### src/rtl/hazard_unit.sv
// Hazard, forwarding and data-memory wait control for the 5-stage ARM pipeline.
// Drives forward muxes, stall/flush enables, a wait/timeout FSM and debug counters.
module hazard_unit #(
  parameter int MEM_TIMEOUT = 16,
  parameter int CNT_W       = 16
) (
  input  logic             clk,
  input  logic             reset,
  input  logic [3:0]       Ra1D,
  input  logic [3:0]       Ra2D,
  input  logic [3:0]       Ra1E,
  input  logic [3:0]       Ra2E,
  input  logic [3:0]       WA3E,
  input  logic [3:0]       WA3M,
  input  logic [3:0]       WA3W,
  input  logic             RegWriteM,
  input  logic             RegWriteW,
  input  logic             MemtoRegE,
  input  logic             PCSrcD,
  input  logic             PCSrcE,
  input  logic             PCSrcM,
  input  logic             PCSrcW,
  input  logic             BranchTakenE,
  input  logic             MemReqM,
  input  logic             MemReadyM,
  output logic [1:0]       ForwardAE,
  output logic [1:0]       ForwardBE,
  output logic             StallF,
  output logic             StallD,
  output logic             StallE,
  output logic             StallM,
  output logic             FlushD,
  output logic             FlushE,
  output logic             FlushW,
  output logic             MemErr,
  output logic [CNT_W-1:0] StallCycles,
  output logic [CNT_W-1:0] FlushCycles
);

  typedef enum logic [1:0] {
    IDLE,
    WAIT,
    ERR
  } state_t;

  localparam int WCW = $clog2(MEM_TIMEOUT) + 1;
  localparam logic [WCW-1:0] WLAST = WCW'(MEM_TIMEOUT - 1);

  state_t         state;
  state_t         nextState;
  logic [WCW-1:0] waitCnt;
  logic [WCW-1:0] waitCntNext;

  logic ldrStall;
  logic pcWrPend;
  logic memStall;

  // R15 reads the PC, never a forwarded result
  always_comb begin
    ForwardAE = 2'b00;
    if (RegWriteM && Ra1E == WA3M && Ra1E != 4'd15)
      ForwardAE = 2'b10;
    else if (RegWriteW && Ra1E == WA3W && Ra1E != 4'd15)
      ForwardAE = 2'b01;
  end

  always_comb begin
    ForwardBE = 2'b00;
    if (RegWriteM && Ra2E == WA3M && Ra2E != 4'd15)
      ForwardBE = 2'b10;
    else if (RegWriteW && Ra2E == WA3W && Ra2E != 4'd15)
      ForwardBE = 2'b01;
  end

  assign ldrStall = MemtoRegE
                  & ((Ra1D == WA3E) | (Ra2D == WA3E));
  assign pcWrPend = PCSrcD | PCSrcE | PCSrcM;
  assign memStall = (state == IDLE & MemReqM & ~MemReadyM)
                  | (state == WAIT)
                  | (state == ERR);

  // a frozen pipeline must not lose instructions to a flush
  always_comb begin
    StallF = ldrStall | pcWrPend;
    StallD = ldrStall;
    StallE = 1'b0;
    StallM = 1'b0;
    FlushD = pcWrPend | PCSrcW | BranchTakenE;
    FlushE = ldrStall | BranchTakenE;
    FlushW = 1'b0;
    if (memStall) begin
      StallF = 1'b1;
      StallD = 1'b1;
      StallE = 1'b1;
      StallM = 1'b1;
      FlushD = 1'b0;
      FlushE = 1'b0;
      FlushW = 1'b1;
    end
  end

  always_comb begin
    nextState   = state;
    waitCntNext = waitCnt;
    unique case (state)
      IDLE: begin
        if (MemReqM && !MemReadyM) begin
          nextState   = WAIT;
          waitCntNext = WCW'(1);
        end
      end
      WAIT: begin
        if (MemReadyM) begin
          nextState   = IDLE;
          waitCntNext = '0;
        end else if (waitCnt == WLAST) begin
          nextState = ERR;
        end else begin
          waitCntNext = waitCnt + WCW'(1);
        end
      end
      ERR: begin
        nextState = ERR;
      end
      default: begin
        nextState   = IDLE;
        waitCntNext = '0;
      end
    endcase
  end

  always_ff @(posedge clk or posedge reset) begin
    if (reset) begin
      state   <= IDLE;
      waitCnt <= '0;
      MemErr  <= 1'b0;
    end else begin
      state   <= nextState;
      waitCnt <= waitCntNext;
      if (nextState == ERR)
        MemErr <= 1'b1;
    end
  end

  always_ff @(posedge clk or posedge reset) begin
    if (reset) begin
      StallCycles <= '0;
      FlushCycles <= '0;
    end else begin
      if (StallF && StallCycles != '1)
        StallCycles <= StallCycles + CNT_W'(1);
      if (FlushE && FlushCycles != '1)
        FlushCycles <= FlushCycles + CNT_W'(1);
    end
  end

endmodule

### config.mk
export PLATFORM = sky130hd
export DESIGN_NAME = hazard_unit
export DESIGN_NICKNAME = d
export VERILOG_FILES = /design/src/rtl/hazard_unit.sv
export SDC_FILE = /design/constraint.sdc
export NUM_CORES = 1
export LEC_CHECK = 0
export BUFFER_PORTS_ARGS = -buffer_cell sky130_fd_sc_hd__buf_2
export CORE_MARGIN = 1.5
export CORE_UTILIZATION = 40
export CTS_CLUSTER_SIZE = 20
export DETAILED_ROUTE_END_ITERATION = 7
export GPL_TIMING_DRIVEN = 0
export PLACE_DENSITY_LB_ADDON = 0.1
export SYNTH_ARGS = -nofsm -noshare
export SYNTH_HDL_FRONTEND = slang
export SYNTH_SLANG_ARGS = --single-unit
### constraint.sdc
create_clock -name clk -period 1.95 [get_ports clk]
set_input_delay 0.39 -clock clk [delete_from_list [all_inputs] [get_ports clk]]
set_output_delay 0.39 -clock clk [all_outputs]
set_load 0.01 [all_outputs]
# Word-level counts from Yosys, hierarchy flattened
# Index checks and enable logic that the tools add are counted.
dict set report classes {
  addsub 3
  muxes 17
  n_reduce_logical 14
  n_bitwise 14
  eq_ne 16
}
# operator n
set ops {}
lappend ops {{adder 16 x 1 -> 16 bit, second input constant} 2}
lappend ops {{inequality test 16 bit, second input constant} 2}
lappend ops {{== test 4 bit} 6}
lappend ops {{2-to-1 mux 5 bit} 3}
lappend ops {{case mux 5 bit (3 select lines)} 1}
lappend ops {{logical AND 1 bit} 11}
lappend ops {{2-to-1 mux 2 bit} 5}
lappend ops {{bitwise OR 1 bit} 9}
lappend ops {{inequality test 4 bit, second input constant} 2}
lappend ops {{2-to-1 mux 1 bit} 7}
lappend ops {{case mux 2 bit (3 select lines)} 1}
lappend ops {{adder 5 x 1 -> 5 bit, second input constant} 1}
lappend ops {{== test 5 x 4 -> 1 bit, second input constant} 1}
lappend ops {{== test 2 bit, second input constant} 2}
lappend ops {{bitwise AND 1 bit} 3}
lappend ops {{inequality test 3 bit, second input constant} 1}
lappend ops {{AND reduction 3 bit} 1}
lappend ops {{== test 2 x 1 -> 1 bit, second input constant} 1}
lappend ops {{zero test 2 bit} 1}
lappend ops {{inequality test 2 x 1 -> 1 bit, second input constant} 1}
lappend ops {{NOT 1 bit} 2}
lappend ops {{zero test 1 bit} 1}
dict set report totals {
  output_inout_bits 44
  in_bits 40
  reg_bits 40
}

# Logic depth before layout (Yosys ltp)
# Gate-level depths: netlist of run 1.
dict set report depth {
  word_depth 7
  depth_mapped 8
}

# Least setup slack after synthesis of run 1
# No wires, ideal clock.
dict set report synth_path {
  path_kind {reg-to-reg}
  start {register StallCycles[0]}
  end {register StallCycles[8]}
  arrival_ps 1772
  stages_incl_launch_ff 9
  setup_time_ps 126
  path_slack_ps 52
  synth_period_minus_slack_ps 1898
  path_buffers 2
  cell_sequence {dfrtp_1 ha_1 and3_1 clkbuf_1 and3_1 a21oi_1 buf_2 nand4_1 xnor2_1}
}
dict set report synth_via {
  elab_chain_cells 2
  elab_cells_between_ends 3
  cone_classes {add/sub (1); eq/ne (1); reduce/logical (1)}
}
# item line
set synth_rtl {}
lappend synth_rtl {{start: declaration} 36} ;# output logic [CNT_W-1:0] StallCycles,
lappend synth_rtl {{start signal: assignment} 151} ;# StallCycles <= StallCycles + CNT_W'(1);
lappend synth_rtl {{parallel branches: the longest is 2 deep, another holds adder 16 x 1 -> 16 bit} -}
# Several ways; the timed one is not identified.
# A chain may end at the register's enable or synchronous reset.

# Worst setup path after layout of run 1
dict set report layout_path {
  start {input port WA3E[1]}
  end {output port StallF}
}
dict set report layout_via {
  elab_chain_cells 5
  elab_cells_between_ends 6
  cone_classes {eq/ne (2); mux (1); bitwise (3)}
}
# item line
set layout_rtl {}
lappend layout_rtl {{start: declaration} 13} ;# input logic [3:0] WA3E,
lappend layout_rtl {{== test 4 bit} 76} ;# & ((Ra1D == WA3E) | (Ra2D == WA3E));
lappend layout_rtl {{bitwise OR 1 bit (*)} 76}
lappend layout_rtl {{bitwise AND 1 bit (*)} 76}
lappend layout_rtl {{bitwise OR 1 bit (*)} 84} ;# StallF = ldrStall | pcWrPend;
lappend layout_rtl {{2-to-1 mux 1 bit (*)} 91} ;# if (memStall) begin
lappend layout_rtl {{end: declaration} 28} ;# output logic StallF,
# Every way passes the cells marked *; elsewhere a longest branch is shown, timed or not.

==> flow_summary.json, run 1 <==
{
  "root_buffer": "clkbuf_8",
  "area_growth_pct": 38.7,
  "power.leakage_nw": 1.50,
  "place_ws_ns": -0.288,
  "hold_buffers": 0,
  "synth_cells": 236,
  "cts_made_buffers": 5,
  "core.rowCount": 27,
  "hpwl_um": 3760,
  "syn_avg_cell_area_um2": 9.70,
  "grtUsageMet2_pct": 26.8,
  "fin_ws_ns": 0.00803,
  "start_util_pct": 41.6,
  "use_met1_pct": 22.5,
  "r2r_end": "FlushCycles[9]$_DFFE_PP0P_",
  "worstSetupStartpointType": "input port",
  "cts_tree": "built",
  "grt-ovfl-total": 0,
  "routed_wl_um": 5280,
  "drt_iter0_drc": 77,
  "p_sw_mw": 0.823,
  "status": "finished clean",
  "relSlewSlack_pct": 44.7,
  "cts.sinks": 40,
  "remaining_drc_errors": 0,
  "vias": 2099,
  "cts_buffer_depth": 2,
  "core_mm2": 0.00551,
  "fin_skew_ns": 0.00426,
  "grt_pass1_vias": 1842,
  "wl_per_cell_um": 12.7,
  "nets": 388,
  "insertion_delay_ns": 0.29,
  "rsz0062_at_grt": "yes",
  "path_buf_inv": 4,
  "cp.depth": 8,
  "gr-usage-all-layers_pct": 16.7,
  "grt_max_degree": 41,
  "setup.worst_path.start": "WA3E[1]",
  "critical_path.endpoint": "StallF",
  "setup.worst_path.class": "input port to output pin",
  "grt_pass1_wl_um": 8300,
  "via_per_inst": 5.03,
  "die_y_um": 78.7,
  "cp.required_ns": 1.56,
  "place_congestion": 0.782,
  "die_w_um": 78.7,
  "sequentialPowerShare_pct": 43.1,
  "placed_cell_area_mm2": 0.00280,
  "ys_types": 36,
  "worst_pin_slew_ns": 0.828,
  "switching_share_pct": 31.0,
  "critPathMaxStageDelay_ns": 0.33,
  "reg2reg_slack_ns": 0.10,
  "r2r-start": "FlushCycles[6]$_DFFE_PP0P_",
  "clk_pin_slew_ns": 0.08,
  "pwr-share-comb_pct": 29.3,
  "cellPowerDensity_mw_per_mm2": 837,
  "antenna_cells": 0,
  "antenna_found_initial": 0,
  "ant_nets": 0,
  "max_freq_mhz": 515,
  "die_area_mm2": 0.00619,
  "post-route-period-util_pct": 99.6,
  "hold_viol": 0,
  "first_pass_iters": 4,
  "yosysWarnings": 0,
  "pwr-share-clk_pct": 27.7,
  "fin_crit_ns": 1.94,
  "fin_tns_setup_ns": 0,
  "cp_max_fo": 3,
  "slew_violations": 0,
  "setup_violations": 0,
  "cts.htree.levels": 2,
  "numPortBuffers": 83,
  "ys_seq_elements": 40,
  "cp-end-kind": "output pin",
  "drive_above_1_share_pct": 41.4,
  "power.internal_mw": 1.84,
  "final_cell_area_mm2": 0.00318,
  "seq_area_frac_synth_pct": 43.7,
  "nFillCells": 502,
  "hold_path.class": "input port to async pin",
  "rr_worst_depth": 7,
  "top_usage_layer": "met2",
  "worstPathArrival_ns": 1.55,
  "syn_nets": 280,
  "cp_top_family": "simple AND/OR/NAND/NOR gates",
  "drv_cap": 0,
  "syn_area_mm2": 0.00229,
  "vdd_drop_max_mv": 0.411,
  "cp_cell_sequence": "buf_8 -> xor2_2 -> nor4_2 -> o21ai_2 -> buf_4 -> and2_4 -> inv_2 -> buf_6",
  "cp_slowest_cell": "nor4_2",
  "boundaryPins": 84,
  "use_met3_pct": 4.30
}
Yosys cell counts (all sizes together):
| cell | instances | area (µm²) |
|---|---|---|
| nand2b | 2 | 12.5 |
| a221oi | 1 | 15.0 |
| or2 | 1 | 6.26 |
| nand2 | 20 | 75.1 |
| a21oi | 7 | 38.8 |
| nand3b | 1 | 7.51 |
| inv | 9 | 33.8 |
| nor3b | 1 | 7.51 |
| and3 | 12 | 75.1 |
| buf | 5 | 36.3 |
| mux2i | 1 | 10.0 |
| clkbuf | 1 | 3.75 |
| a21o | 2 | 15.0 |
| xnor2 | 28 | 245 |
| a31oi | 3 | 18.8 |
| o31ai | 1 | 7.51 |
| nor3 | 8 | 40.0 |
| nor2b | 1 | 6.26 |
| nand4 | 14 | 87.6 |
| nor2 | 11 | 41.3 |
| o22ai | 1 | 6.26 |
| and4 | 4 | 35.0 |
| nor4 | 5 | 43.8 |
| and2 | 6 | 37.5 |
| mux2 | 3 | 33.8 |
| o21ai | 10 | 53.8 |
| xor2 | 20 | 175 |
| ha | 4 | 50.1 |
| dfrtp | 40 | 1000 |
| nand3 | 14 | 70.1 |
layer usage:
layer,up-vias,routed length (µm)
met2,62,2470
li1,1043,-
met5,-,0
met4,0,43
met1,989,2420
met3,5,346
layout by cell type, fill, tap and decap left out, drive strengths merged, types with 9 or more instances in the layout:
| cell | count |
|---|---|
| o21ai | 10 |
| buf | 106 |
| nand3 | 14 |
| nor2 | 11 |
| xor2 | 20 |
| nand4 | 14 |
| xnor2 | 28 |
| dfrtp | 40 |
| inv | 9 |
| nand2 | 20 |
| and3 | 12 |
worst min path at each step:
stage | from | to | slack, ns | cells past startpoint
after global placement | MemErr$_DFFE_PP0N_ | MemErr$_DFFE_PP0N_ | 0.45 | 1
final | reset | StallCycles[5]$_DFFE_PP0P_ | 0.26 | 2
after detailed placement | MemErr$_DFFE_PP0N_ | MemErr$_DFFE_PP0N_ | 0.45 | 1
after CTS | MemReadyM | state[0]$_DFF_PP0_ | 0.29 | 2
after floorplan | waitCnt[4]$_DFFE_PP0P_ | waitCnt[4]$_DFFE_PP0P_ | 0.45 | 2
after global routing | MemReadyM | state[0]$_DFF_PP0_ | 0.29 | 2
state kept, by name, indices dropped and copies added (netlist names):
register,count
FlushCycles,16
StallCycles,16
waitCnt,5
state,2
MemErr,1
area by class of cell:
type	count	area, µm²	area share [%]
Multi-Input combinational cell	181	1290	40.6
Sequential cell	40	1000	31.6
Timing Repair Buffer	102	588	18.5
Clock buffer	7	96.3	3.03
Tap cell	72	90.1	2.84
Buffer	5	42.5	1.34
Inverter	9	33.8	1.06
Clock inverter	1	30.0	0.945
stage by stage:
step | hold WS [ns] | util (%) | cells | power (mW)
2_1_floorplan | 0.449 | - | 236 | 1.55
3_3_place_gp | 0.449 | 50.8 | 391 | 1.84
3_5_place_dp | 0.454 | 50.8 | 391 | 1.86
4_1_cts | 0.293 | 54.5 | 406 | 2.63
5_1_grt | 0.288 | 57.7 | 417 | 2.85
6_report | 0.259 | 57.7 | 417 | 2.66
worst reg2reg max path, delay by kind of cell, from the launching register on:
family	cells	cell delay, ns
AND/OR/NAND/NOR	3	0.48
buffers and inverters	2	0.29
flip-flops	1	0.45
AO/OA/AOI/OAI	1	0.35
XOR/XNOR	1	0.18
cells by family (layout without fill, tap and decap cells):
| kind of cell | count (synthesis) | in the layout | synth area share (%) |
|---|---|---|---|
| XOR/XNOR | 48 | 48 | 18.4 |
| multiplexers | 4 | 4 | 1.91 |
| flip-flops | 40 | 40 | 43.7 |
| adder cells (fa/ha/maj) | 4 | 4 | 2.19 |
| AO/OA/AOI/OAI | 25 | 25 | 6.78 |
| buffers and inverters | 15 | 124 | 3.22 |
| AND/OR/NAND/NOR | 100 | 100 | 23.8 |
what timing repair did:
item                                    in CTS  in global routing
setup buffers                                8                  9
cloned                                       0                  2
endpoints found under the setup margin      18                 32
resized for setup                            8                 28
pin swaps                                    3                  8
power by group through the flow:
stage | clock network [mW] | registers (mW) | logic [mW]
floorplan | 0 | 1.21 | 0.345
global placement | 0 | 1.17 | 0.672
detailed placement | 0 | 1.17 | 0.684
CTS | 0.757 | 1.15 | 0.730
global route | 0.799 | 1.18 | 0.872
finish | 0.736 | 1.15 | 0.778
No activity file was read; power rests on OpenSTA's default activity.
==> run 2: changes to the inputs <==
Settings changed: CORE_ASPECT_RATIO set to 1.2, CTS_BUF_LIST set to sky130_fd_sc_hd__clkbuf_4 sky130_fd_sc_hd__clkbuf_8 sky130_fd_sc_hd__clkbuf_16, REMOVE_ABC_BUFFERS set to 1.
==> run 2 against run 1 <==
  * First-iteration DRC count down 31%
  * Via count down 3.9%
  * Highest routed layer unchanged
  * Global-route usage down 1.2 points
  * Utilization down 3.2 points
  * Largest cell class unchanged
==> flow_summary.json, run 2 (synthesized netlist as in run 1, its figures left out) <==
{
  "path_common_cell": "buf_6",
  "ant_nets": 0,
  "ff_latch_area_mm2": 0.00100,
  "cp-end-kind": "output pin",
  "clk_pin_slew_ns": 0.07,
  "rsz0062_at_grt": "yes",
  "start_util_pct": 40.9,
  "grt_pass1_wl_um": 7740,
  "place_congestion": 0.736,
  "stdcell_count": 399,
  "cts_made_buffers": 5,
  "gr-usage-all-layers_pct": 15.5,
  "nets": 378,
  "multiInputGateArea_mm2": 0.00128,
  "slew_violations": 0,
  "critPathMaxStageDelay_ns": 0.32,
  "dp.cells": 377,
  "numPortBuffers": 83,
  "post-route-period-util_pct": 97.3,
  "remaining_drc_errors": 0,
  "first_pass_iters": 4,
  "setup_violations": 0,
  "boundaryPins": 84,
  "cp.required_ns": 1.56,
  "hold_viol": 0,
  "reg.largest.list": "FlushCycles (16), StallCycles (16), waitCnt (5)",
  "nFillCells": 530,
  "setup.worst_path.class": "input port to output pin",
  "vias": 2018,
  "cp_cell_sequence": "buf_6 -> xor2_2 -> nor4_2 -> o21ai_2 -> a21o_1 -> inv_2 -> buf_6",
  "power.leakage_nw": 1.45,
  "finalPower_mw": 2.48,
  "layout_common_cells": "buf_2 (80), dfrtp_1 (38), xnor2_1 (28)",
  "cts_buffer_depth": 2,
  "area_growth_pct": 33.2,
  "routed_wl_um": 4890,
  "die_w_um": 72.1,
  "core.rowCount": 30,
  "cts.sinks": 40,
  "grt_max_degree": 41,
  "placed_cell_area_mm2": 0.00275,
  "path_buf_inv": 3,
  "hpwl_um": 3570,
  "cp_max_fo": 4,
  "maxUsedRoutingLayer": "met4",
  "worstPathArrival_ns": 1.51,
  "fin_crit_ns": 1.90,
  "fin_skew_ns": 0.00504,
  "worst_pin_slew_ns": 0.826,
  "hold_buffers": 0,
  "final_cell_area_mm2": 0.00305,
  "core_mm2": 0.00559,
  "relSlewSlack_pct": 44.8,
  "drv_cap": 0,
  "drt_iter0_drc": 53,
  "wl_met3_um": 258,
  "cp_top_family": "compound AO/OA/AOI/OAI gates",
  "cellPowerDensity_mw_per_mm2": 812,
  "via_per_inst": 5.06,
  "root_buffer": "clkbuf_8",
  "grt-ovfl-total": 0,
  "dr_wl_met2_um": 2300,
  "insertion_delay_ns": 0.29,
  "vdd_drop_max_mv": 0.338,
  "utilization_pct": 54.5,
  "status": "finished clean",
  "antenna_cells": 0,
  "cp_slowest_cell": "nor4_2",
  "cts_tree": "built",
  "wl_met1_um": 2260,
  "antenna_found_initial": 0,
  "wl_per_cell_um": 12.2,
  "drive_above_1_share_pct": 38.2,
  "cts.htree.levels": 2,
  "mostFrequentLayoutCell": "buf_2",
  "worstSetupStartpointType": "input port",
  "grt_pass1_vias": 1811,
  "die_area_mm2": 0.00619,
  "die_y_um": 85.9,
  "max_freq_mhz": 527,
  "hold_path.class": "input port to async pin"
}
==> run 2: cell count changes in the layout (fill, tap and decap cells not counted), sizes merged <==
cell,previous run,this run
bufinv,1,0
buf,106,97
==> run 2: repair_timing <==
action                     4_1_cts  5_1_grt
pin swaps                        4        4
setup endpoints to repair       27       23
setup buffers                    6        8
resized for setup                8       14
==> run 2: worst paths after layout <==
kind / startpoint / to / slack (ns) / cells past startpoint
setup / recovery: Ra1D[1] / FlushE / 0.05 / 7
hold / removal: reset / StallCycles[14]$_DFFE_PP0P_ / 0.27 / 2
setup reg to reg: StallCycles[0]$_DFFE_PP0P_ / StallCycles[1]$_DFFE_PP0P_ / 0.10 / 6
hold reg to reg: MemErr$_DFFE_PP0N_ / MemErr$_DFFE_PP0N_ / 0.47 / 1
max in group asynchronous: reset / FlushCycles[6]$_DFFE_PP0P_ / 1.11 / 2
min in group clk: MemReadyM / state[0]$_DFF_PP0_ / 0.30 / 2
==> run 2: where the power goes <==
part	leakage, nW	total [mW]	internal [mW]	switching, mW
Sequential	0.502	1.15	0.978	0.175
Combinational	0.892	0.739	0.387	0.352
Clock	0.0523	0.586	0.316	0.270
==> run 2: routing by layer <==
metal | vias up | GRT usage, %
li1 | 1020 | -
met1 | 928 | 19.1
met2 | 63 | 26.6
met3 | 7 | 2.94
met4 | 0 | 6.17
met5 | - | 0
==> run 2: cell type report <==
cell class / count / area share (%)
multi-input combinational: 181 / 42.0
sequential: 40 / 32.9
inverter: 9 / 1.11
timing repair buffer: 97 / 18.2
clock buffer: 8 / 3.20
tap: 64 / 2.63
==> run 2: through the flow <==
| step | setup TNS (ns) | hold WS [ns] | worst slack, ns |
|---|---|---|---|
| floorplan | -2.70 | 0.449 | -0.254 |
| global placement | -11.42 | 0.450 | -0.568 |
| detailed placement | -11.61 | 0.460 | -0.576 |
| CTS | -0.00631 | 0.291 | -0.00631 |
| global route | -0.000587 | 0.303 | -0.000587 |
| finish | 0 | 0.265 | 0.0521 |
==> run 3: changes to the inputs <==
Settings changed: SLEW_MARGIN set to 0.
Clock period 1.95 ns to 1.65 ns, I/O delays scaled along.
==> run 3 against run 2 <==
  * The flow now finishes with violations (negative setup slack)
  * Global-route usage rose by 2.0 points
  * Utilization is 9.7 points higher
  * First-iteration DRC count up 19%
  * Via count rose by 8.5%
  * Worst setup slack lost 0.21 ns
  * Sequential power increased by 16%
  * Clock skew shrank 0.0019 ns
  * Die area unchanged
==> flow_summary.json, run 3 (synthesized netlist as in run 1, its figures left out) <==
{
  "worst_pin_slew_ns": 0.847,
  "setup_violations": 29,
  "fin_tns_setup_ns": -2.83,
  "drv_cap": 0,
  "cp_cell_sequence": "buf_8 -> xor2_2 -> nor4_2 -> o21ai_2 -> buf_4 -> a221oi_4 -> buf_12 -> mux2_4",
  "cts_tree": "built",
  "slew_violations": 0,
  "cp-end-kind": "flop",
  "critPathMaxStageDelay_ns": 0.33,
  "cellPowerDensity_mw_per_mm2": 915,
  "start_util_pct": 40.9,
  "hold_path.class": "input port to async pin",
  "reg2reg_slack_ns": -0.13,
  "worstPathArrival_ns": 1.98,
  "p_sw_mw": 1.07,
  "ant_nets": 0,
  "place_congestion": 0.736,
  "fin_crit_ns": 1.81,
  "via_per_inst": 5.15,
  "core_mm2": 0.00559,
  "remaining_drc_errors": 0,
  "die_w_um": 72.1,
  "boundaryPins": 84,
  "hpwl_um": 3570,
  "root_buffer": "clkbuf_8",
  "fin_skew_ns": 0.00319,
  "hold_buffers": 0,
  "fin_ws_ns": -0.161,
  "mostFrequentLayoutCell": "buf_2",
  "drt_iter0_drc": 63,
  "placed_cell_area_mm2": 0.00275,
  "die_area_mm2": 0.00619,
  "switching_share_pct": 32.5,
  "grt_max_degree": 41,
  "max_freq_mhz": 552,
  "cp_max_fo": 6,
  "r2r-start": "FlushCycles[0]$_DFFE_PP0P_",
  "power.internal_mw": 2.22,
  "cp.required_ns": 1.82,
  "rsz0062_at_grt": "yes",
  "cts.htree.levels": 2,
  "routed_wl_um": 5650,
  "grt_pass1_vias": 2011,
  "insertion_delay_ns": 0.29,
  "drive_above_1_share_pct": 53.7,
  "finalPower_mw": 3.29,
  "status": "finished with violations",
  "hold_viol": 0,
  "nFillCells": 460,
  "worstSetupStartpointType": "input port",
  "area_growth_pct": 56.8,
  "gr-usage-all-layers_pct": 17.5,
  "cts_made_buffers": 5,
  "numPortBuffers": 83,
  "violations": "negative setup slack",
  "cts_buffer_depth": 2,
  "worst_hold_slack_ns": 0.213,
  "grt-ovfl-total": 0,
  "final_cell_area_mm2": 0.00359,
  "antenna_found_initial": 0,
  "wl_per_cell_um": 13.3,
  "vias": 2190,
  "power.leakage_nw": 1.68,
  "reg.largest.list": "FlushCycles (16), StallCycles (16), waitCnt (5)",
  "r2r_end": "FlushCycles[1]$_DFFE_PP0P_",
  "vdd_drop_max_mv": 0.476,
  "cts.sinks": 40,
  "setup.worst_path.class": "input port to flop",
  "first_pass_iters": 4,
  "grt_pass1_wl_um": 8740,
  "cp_slowest_cell": "a221oi_4",
  "pwr-share-comb_pct": 38.3,
  "pwr-share-clk_pct": 21.4,
  "layout_common_cells": "buf_2 (76), dfrtp_1 (37), buf_4 (28)",
  "clk_pin_slew_ns": 0.08,
  "nets": 404,
  "antenna_cells": 0,
  "sequentialPowerShare_pct": 40.3,
  "post-route-period-util_pct": 110,
  "relSlewSlack_pct": 43.5,
  "core.rowCount": 30,
  "die_y_um": 85.9,
  "rr_worst_depth": 6
}
==> run 3: worst max-delay path by stage <==
stage	from	slack (ns)	endpoint	cells past startpoint
2_1_floorplan	state[0]$_DFF_PP0_	-0.55	StallCycles[1]$_DFFE_PP0P_	5
3_3_place_gp	WA3E[2]	-0.81	FlushCycles[1]$_DFFE_PP0P_	6
3_5_place_dp	WA3E[2]	-0.82	FlushCycles[1]$_DFFE_PP0P_	6
4_1_cts	WA3E[1]	-0.16	StallD	8
5_1_grt	WA3E[2]	-0.21	FlushCycles[1]$_DFFE_PP0P_	8
6_report	WA3E[2]	-0.16	FlushCycles[1]$_DFFE_PP0P_	8
==> run 3: through the flow <==
stage	cells	util, %	setup slack, ns
2_1_floorplan	230	-	-0.554
3_3_place_gp	377	49.1	-0.808
3_5_place_dp	377	49.1	-0.816
4_1_cts	414	59.3	-0.162
5_1_grt	425	64.2	-0.214
6_report	425	64.2	-0.161
==> run 3: metal layers <==
layer | part of all wire [%] | GRT usage [%] | wire length, µm
met1 | 42 | 20.9 | 2380
met2 | 52 | 31.1 | 2960
met3 | 4.7 | 3.41 | 266
met4 | 0.78 | 6.35 | 44
met5 | 0 | 0 | 0
==> run 3: cell type report <==
| class | instances | area (µm²) | share of cell area, % |
|---|---|---|---|
| sequential | 40 | 1000 | 28.0 |
| timing repair buffer | 123 | 830 | 23.1 |
| multi-input combinational | 181 | 1550 | 43.0 |
| clock buffer | 8 | 97.6 | 2.72 |
| tap | 64 | 80.1 | 2.23 |
| inverter | 9 | 33.8 | 0.941 |
==> run 3: repair_timing <==
action	4_1_cts	5_1_grt
setup buffers	28	12
gates cloned	1	0
setup endpoints to repair	41	41
resized for setup	53	47
pin swaps	23	25
==> run 3: critical path, delay by kind of cell <==
family	cells	cell delay, ns
compound gates	2	0.46
mux	1	0.29
buf+inv	3	0.41
simple gates	1	0.32
xor+xnor	1	0.16
==> run 3: power groups by stage <==
stage,clock (mW),sequential (mW),combinational [mW]
6_report,0.703,1.33,1.26
5_1_grt,0.757,1.35,1.37
4_1_cts,0.722,1.33,1.10
3_5_place_dp,0,1.39,0.783
3_3_place_gp,0,1.39,0.764
2_1_floorplan,0,1.43,0.391
